--- src/rtl/dmem_arbiter_if.sv ---
// dmem_arbiter_if
//   Bundles every handshake and bus signal around the data-memory arbiter:
//   the two requester ports (fetch = port 0, load/store = port 1) and the
//   strobe-style link to the wait-state memory.
//   modport slave  : the arbiter (consumes requests, drives the memory bus)
//   modport master : the environment (requesters plus the memory's read data)
`timescale 1ns/1ps

interface dmem_arbiter_if #(
    parameter int AW = 32,
    parameter int DW = 32
);
    // requester side
    logic          req0;
    logic          req1;
    logic          rw0;
    logic          rw1;
    logic [AW-1:0] addr0;
    logic [AW-1:0] addr1;
    logic [DW-1:0] wdata0;
    logic [DW-1:0] wdata1;
    logic          done0;
    logic          done1;
    logic [DW-1:0] rdata0;
    logic [DW-1:0] rdata1;
    logic          busy;
    logic          gnt;

    // memory side
    logic          mstrobe;
    logic          mem_r_w;
    logic [AW-1:0] mem_addr;
    logic [DW-1:0] mem_data;
    logic [DW-1:0] mem_out;

    modport slave (
        input  req0, req1, rw0, rw1, addr0, addr1, wdata0, wdata1, mem_out,
        output done0, done1, rdata0, rdata1, busy, gnt,
               mstrobe, mem_r_w, mem_addr, mem_data
    );

    modport master (
        output req0, req1, rw0, rw1, addr0, addr1, wdata0, wdata1, mem_out,
        input  done0, done1, rdata0, rdata1, busy, gnt,
               mstrobe, mem_r_w, mem_addr, mem_data
    );
endinterface

--- src/rtl/dmem_arbiter.sv ---
// dmem_arbiter
//   Shares one wait-state data memory between two requesters. Each granted
//   request becomes a single-cycle mstrobe followed by a fixed wait period,
//   during which address, data and direction are held; the requester then
//   gets a one-cycle done pulse and, for reads, the captured data.
//
//   Parameters
//     LATENCY : memory wait cycles after the strobe (1..15)
//     AW, DW  : address / data width
//   Ports
//     clk     : clock, rising edge
//     reset_n : synchronous, active-low reset
//     bus     : dmem_arbiter_if.slave -- requester ports 0/1, status
//               (busy, gnt) and the memory bus (mstrobe, mem_r_w,
//               mem_addr, mem_data, mem_out)
`timescale 1ns/1ps

module dmem_arbiter #(
    parameter int LATENCY = 4,
    parameter int AW      = 32,
    parameter int DW      = 32
) (
    input  logic          clk,
    input  logic          reset_n,
    dmem_arbiter_if.slave bus
);

    // The counter is loaded on leaving STROBE and counts down to zero, so
    // the FSM spends exactly LATENCY cycles in WAIT.
    localparam logic [3:0] CNT_LOAD = 4'(LATENCY - 1);

    typedef enum logic [1:0] {
        IDLE   = 2'd0,
        STROBE = 2'd1,
        WAIT   = 2'd2,
        DONE   = 2'd3
    } state_t;

    state_t        state_reg;
    logic [3:0]    cnt_reg;
    logic          last_reg;        // port served by the most recent grant
    logic          gnt_reg;
    logic          busy_reg;
    logic          mstrobe_reg;
    logic          mem_r_w_reg;
    logic [AW-1:0] mem_addr_reg;
    logic [DW-1:0] mem_data_reg;
    logic [1:0]    done_reg;
    logic [DW-1:0] rdata_reg [2];

    // Per-port views of the request inputs so the grant can index them.
    logic [1:0]    req;
    logic [1:0]    rw;
    logic [AW-1:0] addr  [2];
    logic [DW-1:0] wdata [2];

    assign req      = {bus.req1, bus.req0};
    assign rw       = {bus.rw1, bus.rw0};
    assign addr[0]  = bus.addr0;
    assign addr[1]  = bus.addr1;
    assign wdata[0] = bus.wdata0;
    assign wdata[1] = bus.wdata1;

    // ------------------------------------------------------------------
    // Round-robin pick: a lone requester always wins; on a tie the port
    // that was not served last goes first.
    // ------------------------------------------------------------------
    logic pick;

    always_comb begin
        pick = 1'b0;
        if (req == 2'b11) begin
            pick = ~last_reg;
        end else if (req[1]) begin
            pick = 1'b1;
        end
    end

    // ------------------------------------------------------------------
    // Sequencer. All outputs are registered here; requests are only looked
    // at in IDLE, so anything raised while busy simply waits.
    // ------------------------------------------------------------------
    always_ff @(posedge clk) begin
        if (!reset_n) begin
            state_reg    <= IDLE;
            cnt_reg      <= 4'd0;
            last_reg     <= 1'b1;       // port 0 wins the first tie
            gnt_reg      <= 1'b0;
            busy_reg     <= 1'b0;
            mstrobe_reg  <= 1'b0;
            mem_r_w_reg  <= 1'b0;
            mem_addr_reg <= '0;
            mem_data_reg <= '0;
            done_reg     <= 2'b00;
        end else begin
            // strobe and done are single-cycle pulses
            mstrobe_reg <= 1'b0;
            done_reg    <= 2'b00;

            case (state_reg)
                IDLE: begin
                    if (|req) begin
                        gnt_reg      <= pick;
                        last_reg     <= pick;
                        mem_r_w_reg  <= rw[pick];
                        mem_addr_reg <= addr[pick];
                        mem_data_reg <= wdata[pick];
                        mstrobe_reg  <= 1'b1;
                        busy_reg     <= 1'b1;
                        state_reg    <= STROBE;
                    end
                end

                STROBE: begin
                    cnt_reg   <= CNT_LOAD;
                    state_reg <= WAIT;
                end

                WAIT: begin
                    if (cnt_reg == 4'd0) begin
                        done_reg[gnt_reg] <= 1'b1;
                        state_reg         <= DONE;
                    end else begin
                        cnt_reg <= cnt_reg - 4'd1;
                    end
                end

                DONE: begin
                    busy_reg  <= 1'b0;
                    state_reg <= IDLE;
                end

                default: begin
                    state_reg <= IDLE;
                end
            endcase
        end
    end

    // ------------------------------------------------------------------
    // Read-data capture on the edge that enters DONE. Only the granted
    // port's register moves, and only for reads; the other port's value
    // is left alone.
    // ------------------------------------------------------------------
    logic capture;

    assign capture = (state_reg == WAIT) && (cnt_reg == 4'd0) && !mem_r_w_reg;

    genvar gi;
    generate
        for (gi = 0; gi < 2; gi++) begin : g_rdata
            always_ff @(posedge clk) begin
                if (!reset_n) begin
                    rdata_reg[gi] <= '0;
                end else if (capture && (gnt_reg == 1'(gi))) begin
                    rdata_reg[gi] <= bus.mem_out;
                end
            end
        end
    endgenerate

    // ------------------------------------------------------------------
    // Outputs
    // ------------------------------------------------------------------
    assign bus.done0    = done_reg[0];
    assign bus.done1    = done_reg[1];
    assign bus.rdata0   = rdata_reg[0];
    assign bus.rdata1   = rdata_reg[1];
    assign bus.busy     = busy_reg;
    assign bus.gnt      = gnt_reg;
    assign bus.mstrobe  = mstrobe_reg;
    assign bus.mem_r_w  = mem_r_w_reg;
    assign bus.mem_addr = mem_addr_reg;
    assign bus.mem_data = mem_data_reg;

endmodule

--- src/flat_wrapper.sv ---
// flat-port wrapper written by rule: the top's interface ports become plain ports
module dmem_arbiter_flat 
#(
    parameter int LATENCY = 4,
    parameter int AW      = 32,
    parameter int DW      = 32
)
  (clk, reset_n, bus_req0, bus_req1, bus_rw0, bus_rw1, bus_addr0, bus_addr1, bus_wdata0, bus_wdata1, bus_mem_out, bus_done0, bus_done1, bus_rdata0, bus_rdata1, bus_busy, bus_gnt, bus_mstrobe, bus_mem_r_w, bus_mem_addr, bus_mem_data);
  dmem_arbiter_if #(.AW(AW), .DW(DW)) bus_i ();
  input  logic clk;
  input  logic reset_n;
  input wire logic [$bits(bus_i.req0)-1:0] bus_req0;
  input wire logic [$bits(bus_i.req1)-1:0] bus_req1;
  input wire logic [$bits(bus_i.rw0)-1:0] bus_rw0;
  input wire logic [$bits(bus_i.rw1)-1:0] bus_rw1;
  input wire logic [$bits(bus_i.addr0)-1:0] bus_addr0;
  input wire logic [$bits(bus_i.addr1)-1:0] bus_addr1;
  input wire logic [$bits(bus_i.wdata0)-1:0] bus_wdata0;
  input wire logic [$bits(bus_i.wdata1)-1:0] bus_wdata1;
  input wire logic [$bits(bus_i.mem_out)-1:0] bus_mem_out;
  output wire logic [$bits(bus_i.done0)-1:0] bus_done0;
  output wire logic [$bits(bus_i.done1)-1:0] bus_done1;
  output wire logic [$bits(bus_i.rdata0)-1:0] bus_rdata0;
  output wire logic [$bits(bus_i.rdata1)-1:0] bus_rdata1;
  output wire logic [$bits(bus_i.busy)-1:0] bus_busy;
  output wire logic [$bits(bus_i.gnt)-1:0] bus_gnt;
  output wire logic [$bits(bus_i.mstrobe)-1:0] bus_mstrobe;
  output wire logic [$bits(bus_i.mem_r_w)-1:0] bus_mem_r_w;
  output wire logic [$bits(bus_i.mem_addr)-1:0] bus_mem_addr;
  output wire logic [$bits(bus_i.mem_data)-1:0] bus_mem_data;
  assign bus_i.req0 = bus_req0;
  assign bus_i.req1 = bus_req1;
  assign bus_i.rw0 = bus_rw0;
  assign bus_i.rw1 = bus_rw1;
  assign bus_i.addr0 = bus_addr0;
  assign bus_i.addr1 = bus_addr1;
  assign bus_i.wdata0 = bus_wdata0;
  assign bus_i.wdata1 = bus_wdata1;
  assign bus_i.mem_out = bus_mem_out;
  assign bus_done0 = bus_i.done0;
  assign bus_done1 = bus_i.done1;
  assign bus_rdata0 = bus_i.rdata0;
  assign bus_rdata1 = bus_i.rdata1;
  assign bus_busy = bus_i.busy;
  assign bus_gnt = bus_i.gnt;
  assign bus_mstrobe = bus_i.mstrobe;
  assign bus_mem_r_w = bus_i.mem_r_w;
  assign bus_mem_addr = bus_i.mem_addr;
  assign bus_mem_data = bus_i.mem_data;
  dmem_arbiter #(.LATENCY(LATENCY), .AW(AW), .DW(DW)) u_core (.clk(clk), .reset_n(reset_n), .bus(bus_i));
endmodule
--- config.mk ---
export PLATFORM = sky130hd
export DESIGN_NAME = dmem_arbiter_flat
export DESIGN_NICKNAME = d
export VERILOG_FILES = /design/src/rtl/dmem_arbiter_if.sv /design/src/rtl/dmem_arbiter.sv /design/src/flat_wrapper.sv
export SDC_FILE = /design/constraint.sdc
export NUM_CORES = 1
export LEC_CHECK = 0
export ABC_AREA = 1
export CAP_MARGIN = 20
export CORE_ASPECT_RATIO = 1.2
export CORE_MARGIN = 2
export CORE_UTILIZATION = 42
export DETAILED_ROUTE_END_ITERATION = 7
export PLACE_DENSITY = 0.88
export SYNTH_ARGS = -nofsm -noshare
export SYNTH_HDL_FRONTEND = slang
export SYNTH_SLANG_ARGS = --single-unit
--- constraint.sdc ---
create_clock -name clk -period 4.1 [get_ports clk]
set_input_delay 0.41 -clock clk [delete_from_list [all_inputs] [get_ports clk]]
set_output_delay 0.41 -clock clk [all_outputs]
set_load 0.02 [all_outputs]
==> results.tsv, run 1 <==
metric	value	unit
synthXorXnorAreaFrac	0	
critPathCaptureType	flop	
drv_slew	0	
cts_setup_buffers	0	
regToRegSetupSlack	1.77	ns
dpl_worst_slack	1.347	ns
ys_ff_latch	141	
grt_pass1_vias	5442	
avgRoutedWirePerCell	14.83	um
rsz0062_at_grt	false	
ctsHoldBuffers	0	
root_buffer	clkbuf_16	
critPathKind	flop to flop	
largest_reg_flops	64	
cts_tree	built	
synth_nets	850	
antenna_found_initial	1	
vias_per_cell	4.749	
start_kind	flop	
cap_viol_max_count	0	
tightest_slew	1.012	ns
yosys.area_share.adder	0.01163	
hp-start	reset_n	
cts_sinks	141	
dp_cells	1144	
setup_viol	0	
drt-pass1-iter-count	5	
port_buffers	299	
relSlewSlack	0.3230	
clkTransAtPathRegs	0.07	ns
synth_compound_area_frac	0.1442	
synth_top_family_by_area	simple AND/OR/NAND/NOR gates	
drc	0	
clock.fmax	0.4292	GHz
grt_usage	0.2041	
finalPower	6070	uW
grt_pass1_wl	26190	um
most-common-layout-cells	clkdlybuf4s50_1, nand2_1, nor2_1, dfxtp_1, edfxtp_1	
p_leak	0.003842	uW
syn_area_per_cell	9.519	um2
clock_latency	0.40	ns
r2r_cells	6	
area_delta_synth_final	54.21	%
hold_class	input pin to flop	
numCtsBuffers	17	
cts_resized	0	
drt-total-wl	17450	um
hold_viol	0	
required	4.12	ns
grt_max_degree	86	
instances_no_fill	1176	
h-tree-depth	4	
die_width	117.2	um
crit_arrival	2.35	ns
start_util	0.4297	
grt-ovfl-total	0	
power.density	610.0	nW/um2
outcome	completed	
peakVddDrop	0.3523	mV
yosysSeqAreaShare	0.5366	
place_hpwl	12580	um
setup_ws	1.770	ns
path_max_fanout	32	
io_pins	300	
r2r-end	u_core.rdata_reg[1][29]	
post-route-period-util	0.5683	
fin_crit	2.330	ns
fin_nets	1131	
hold_depth	3	
fp.dieH	139.8	um
netlist_area	6454	um2
antenna_left	0	
vias	5585	
yosys_warnings	0	
rows	49	
die-area	16380	um2
reg2reg_from	u_core.state_reg[0]	
synth-simple-area-share	0.2243	
core-area	15020	um2
insertedDiodeCount	0	
mostFrequentLayoutCell	clkdlybuf4s50_1	
gp_congestion	0.7884	
synth_mux_area_frac	0	
drt-initial-drc-count	295	
critical_path.startpoint	u_core.state_reg[0]	
clock_skew	0.01183	ns
holdPathEnd	u_core.done_reg[1]	
synth.distinct_cells	25	
clock_path_buffers	2	
drive_above_1_share	0.2150	
fin_tns_setup	0	ns
syn-instance-count	678	
-- cell families after synthesis --
kind of cell,count (synthesis)
DFF,141
and+or+nand+nor,300
adders and majority gates,6
AOI/OAI and AO/OA,144
buffers and inverters,87
-- where the power goes --
part	switching, uW	total (uW)	internal (uW)
combinational	1510	2640	1130
clock	641	1440	795
sequential	164	1990	1830
total	2320	6070	3750
-- cells in the mapped netlist, drive strengths merged --
| library cell | number | share of area |
|---|---|---|
| nand2 | 154 | 0.11 |
| nor2 | 137 | 0.10 |
| dfxtp | 77 | 0.24 |
| a21oi | 73 | 0.089 |
| o21ai | 71 | 0.056 |
| edfxtp | 64 | 0.30 |
| inv | 45 | 0.026 |
| buf | 36 | 0.054 |
| clkbuf | 6 | 0.0035 |
| ha | 6 | 0.012 |
| nand3 | 4 | 0.0039 |
| nand4 | 3 | 0.0076 |
| nor3b | 1 | 0.0012 |
| or2 | 1 | 0.00097 |
-- cell type report --
class | count | area, um2
timing repair buffer | 304 | 3038
multi-input combinational | 450 | 2474
inverter | 45 | 171.4
clock buffer | 18 | 429.2
fill | 1140 | 5069
tap | 204 | 255.2
sequential | 141 | 3463
clock inverter | 14 | 121.4
-- metrics by stage --
stage | util | hold WS, ns | instance area [um2]
floorplan | - | 0.4417 | 6454
global placement | 0.6259 | 0.4547 | 9402
detailed placement | 0.6259 | 0.4587 | 9402
CTS | 0.6626 | 0.3418 | 9952
global route | 0.6626 | 0.3589 | 9952
finish | 0.6626 | 0.3591 | 9952
-- per-layer routing --
layer	vias up	GRT usage	wire length, um
met5	-	0	12
met4	2	0.08297	484
met3	40	0.07753	1780
met2	258	0.3524	8504
met1	2527	0.2208	6663
li1	2758	-	-
-- worst max-delay path by stage --
stage               slack [ns]                      end  cells past startpoint
floorplan                 0.40   u_core.rdata_reg[0][0]                      6
global placement          1.40   u_core.bus.mem_addr[0]                      8
detailed placement        1.35   u_core.bus.mem_data[4]                      9
CTS                       1.75  u_core.rdata_reg[1][29]                      6
global route              1.57  u_core.bus.mem_addr[26]                      9
finish                    1.77  u_core.rdata_reg[1][29]                      6
-- critical path, stage by stage (launching register included) --
cell and delay, ns:
dfxtp_1 0.33, inv_1 0.10, ha_1 0.29, nand3_2 0.15, inv_2 0.14, nand2_1 0.13
o21ai_4 0.80
No activity file was read; power rests on OpenSTA's default activity.
==> inputs of run 2 (changes only) <==
==> constraint.sdc (replaced) <==
create_clock -name clk -period 2.3 [get_ports clk]
set_input_delay 0.23 -clock clk [delete_from_list [all_inputs] [get_ports clk]]
set_output_delay 0.23 -clock clk [all_outputs]
set_load 0.02 [all_outputs]
==> run 2 against run 1 <==
Net effect:
- flip-flop and latch count stayed put
- sequential share of layout area is 0.42 points lower
- final cell count is 0.60% higher
- count of clock-buffer cells in the layout is 1 lower
- setup slack worse by 1.3 ns
- total power is 80% higher
- utilization is 0.80 points higher
- register-to-register slack worse by 1.3 ns
==> results.tsv, run 2 (synthesized netlist as in run 1, its figures left out) <==
metric	value	unit	change
outcome	completed		
m1WireLength	6476	um	-2.8%
finalPower	10940	uW	+80%
drt-pass1-iter-count	4		-1
instances_no_fill	1183		+0.60%
port_buffers	299		unchanged
post-route-period-util	0.7964		+0.2281
drv_slew	0		unchanged
rows	49		unchanged
cts_setup_buffers	0		unchanged
swShare	0.3791		-0.002482
clkTransAtPathRegs	0.06	ns	about the same
nFillCells	1157		+1.5%
cts_tree	built		
vias	5617		+0.57%
largest_reg_flops	64		unchanged
cts_resized	0		unchanged
wl_met3	1941	um	+9.0%
io_pins	300		unchanged
fin_tns_setup	0	ns	unchanged
cts_sinks	141		unchanged
hold_viol	0		unchanged
clock.fmax	0.5460	GHz	+27%
drt-initial-drc-count	347		+18%
peakVddDrop	0.7166	mV	+100%
grt_pass1_vias	5634		+3.5%
reg2reg_from	u_core.state_reg[0]		
r2r-end	u_core.rdata_reg[0][24]		
die-area	16380	um2	unchanged
critPathCaptureType	flop		
clock_latency	0.40	ns	about the same
clock_path_buffers	2		unchanged
fp.dieH	139.8	um	unchanged
dp_cells	1151		+0.61%
clkPwrFrac	0.233		-0.004
path_max_fanout	32		unchanged
clock_skew	0.008059	ns	-0.003768 ns
die_width	117.2	um	unchanged
numCtsBuffers	17		unchanged
holdPathEnd	u_core.rdata_reg[0][19]		
area_delta_synth_final	56.07	%	
p_comb_frac	0.443		+0.008
grt_pass1_wl	27800	um	+6.1%
tightest_slew	0.4801	ns	-0.5315 ns
start_util	0.4297		unchanged
final_area	10070	um2	+1.2%
post-route-util	0.6706		+0.007997
drc	0		unchanged
setup_viol	0		unchanged
root_buffer	clkbuf_16		
cap_viol_max_count	0		unchanged
gp_congestion	0.8042		+2.0%
p_leak	0.003895	uW	+1.4%
most-common-layout-cells	clkdlybuf4s50_1, nand2_1, nor2_1, dfxtp_1, edfxtp_1		
antenna_found_initial	0		-1
power.density	1086	nW/um2	+78%
r2r_cells	7		+1
avgRoutedWirePerCell	15.01	um	+1.2%
antenna_left	0		unchanged
dr_wl_met2	9007	um	+5.9%
critPathKind	flop to flop		
ctsHoldBuffers	0		unchanged
hold_class	input pin to flop		
drive_above_1_share	0.2209		+0.005838
drt-total-wl	17760	um	+1.8%
hold_depth	3		unchanged
vias_per_cell	4.748		about the same
rsz0062_at_grt	false		
routed.top_layer	met4		
start_kind	flop		
seq_power_share	0.324		-0.004
grt-ovfl-total	0		unchanged
hp-start	reset_n		
grt_usage	0.2182		+0.01409
h-tree-depth	4		unchanged
required	2.40	ns	-1.72 ns
relSlewSlack	0.6799		+0.3569
mostFrequentLayoutCell	clkdlybuf4s50_1		
fin_crit	1.832	ns	-0.4983 ns
fin_nets	1138		+0.62%
crit_arrival	1.93	ns	-0.42 ns
regToRegSetupSlack	0.47	ns	-1.30 ns
internal_power	6794	uW	+81%
core-area	15020	um2	unchanged
switching_power	4148	uW	+79%
grt_max_degree	66		-23%
placed_cell_area	9522	um2	+1.3%
place_hpwl	13170	um	+4.7%
==> run 2: cell count changes in the layout (fill, tap and decap cells not counted), sizes merged <==
cell / before / now
clkinv: 3 / 2
clkinvlp: 3 / 4
buf: 6 / 13
diode: 0 / 1
clkbuf: 18 / 17
==> run 2: worst max path at each step <==
stage                                    from  cells past startpoint                       to
after floorplan           u_core.state_reg[0]                      6   u_core.rdata_reg[1][0]
after global placement               bus_req1                      7  u_core.bus.mem_data[20]
after detailed placement             bus_req1                      7   u_core.bus.mem_addr[6]
after CTS                      u_core.bus.gnt                      1                  bus_gnt
after global routing      u_core.state_reg[0]                      8  u_core.bus.mem_data[27]
final                     u_core.state_reg[0]                      7  u_core.rdata_reg[0][24]
==> run 2: power groups by stage <==
stage          Sequential (uW)  Combinational [uW]  Clock, uW
6_report                  3550                4840       2550
4_1_cts                   3550                4900       2600
3_3_place_gp              3570                4790          0
2_1_floorplan             4250                2520          0
3_5_place_dp              3590                4880          0
5_1_grt                   3620                5280       2710
==> run 2: metal layers <==
metal	track usage	vias to the layer above
li1	-	2772
met1	0.2400	2544
met2	0.3790	270
met3	0.08711	31
met4	0.06935	0
met5	0	-
==> run 2: per-stage QoR <==
stage / setup WS (ns) / hold slack [ns]
global placement: 0.4138 / 0.4532
CTS: 0.4563 / 0.3616
detailed placement: 0.3929 / 0.4638
floorplan: -0.5388 / 0.3511
global route: 0.2834 / 0.3853
finish: 0.4684 / 0.3729
==> run 2: layout make-up <==
cell class	count	area, um2	area share
Sequential cell	141	3463	0.3438
Timing Repair Buffer	311	3166	0.3143
Antenna cell	1	2.502	0.0002484
Tap cell	204	255.2	0.02534
Inverter	45	171.4	0.01702
Clock inverter	14	122.6	0.01217
Clock buffer	17	425.4	0.04224
Multi-Input combinational cell	450	2466	0.2448
==> run 2: critical path, stage by stage, from the launching register on <==
cell,delay [ns]
dfxtp_1,0.33
inv_1,0.10
ha_1,0.28
nand3_2,0.15
inv_2,0.14
nand2_1,0.10
o21ai_2,0.17
buf_12,0.23
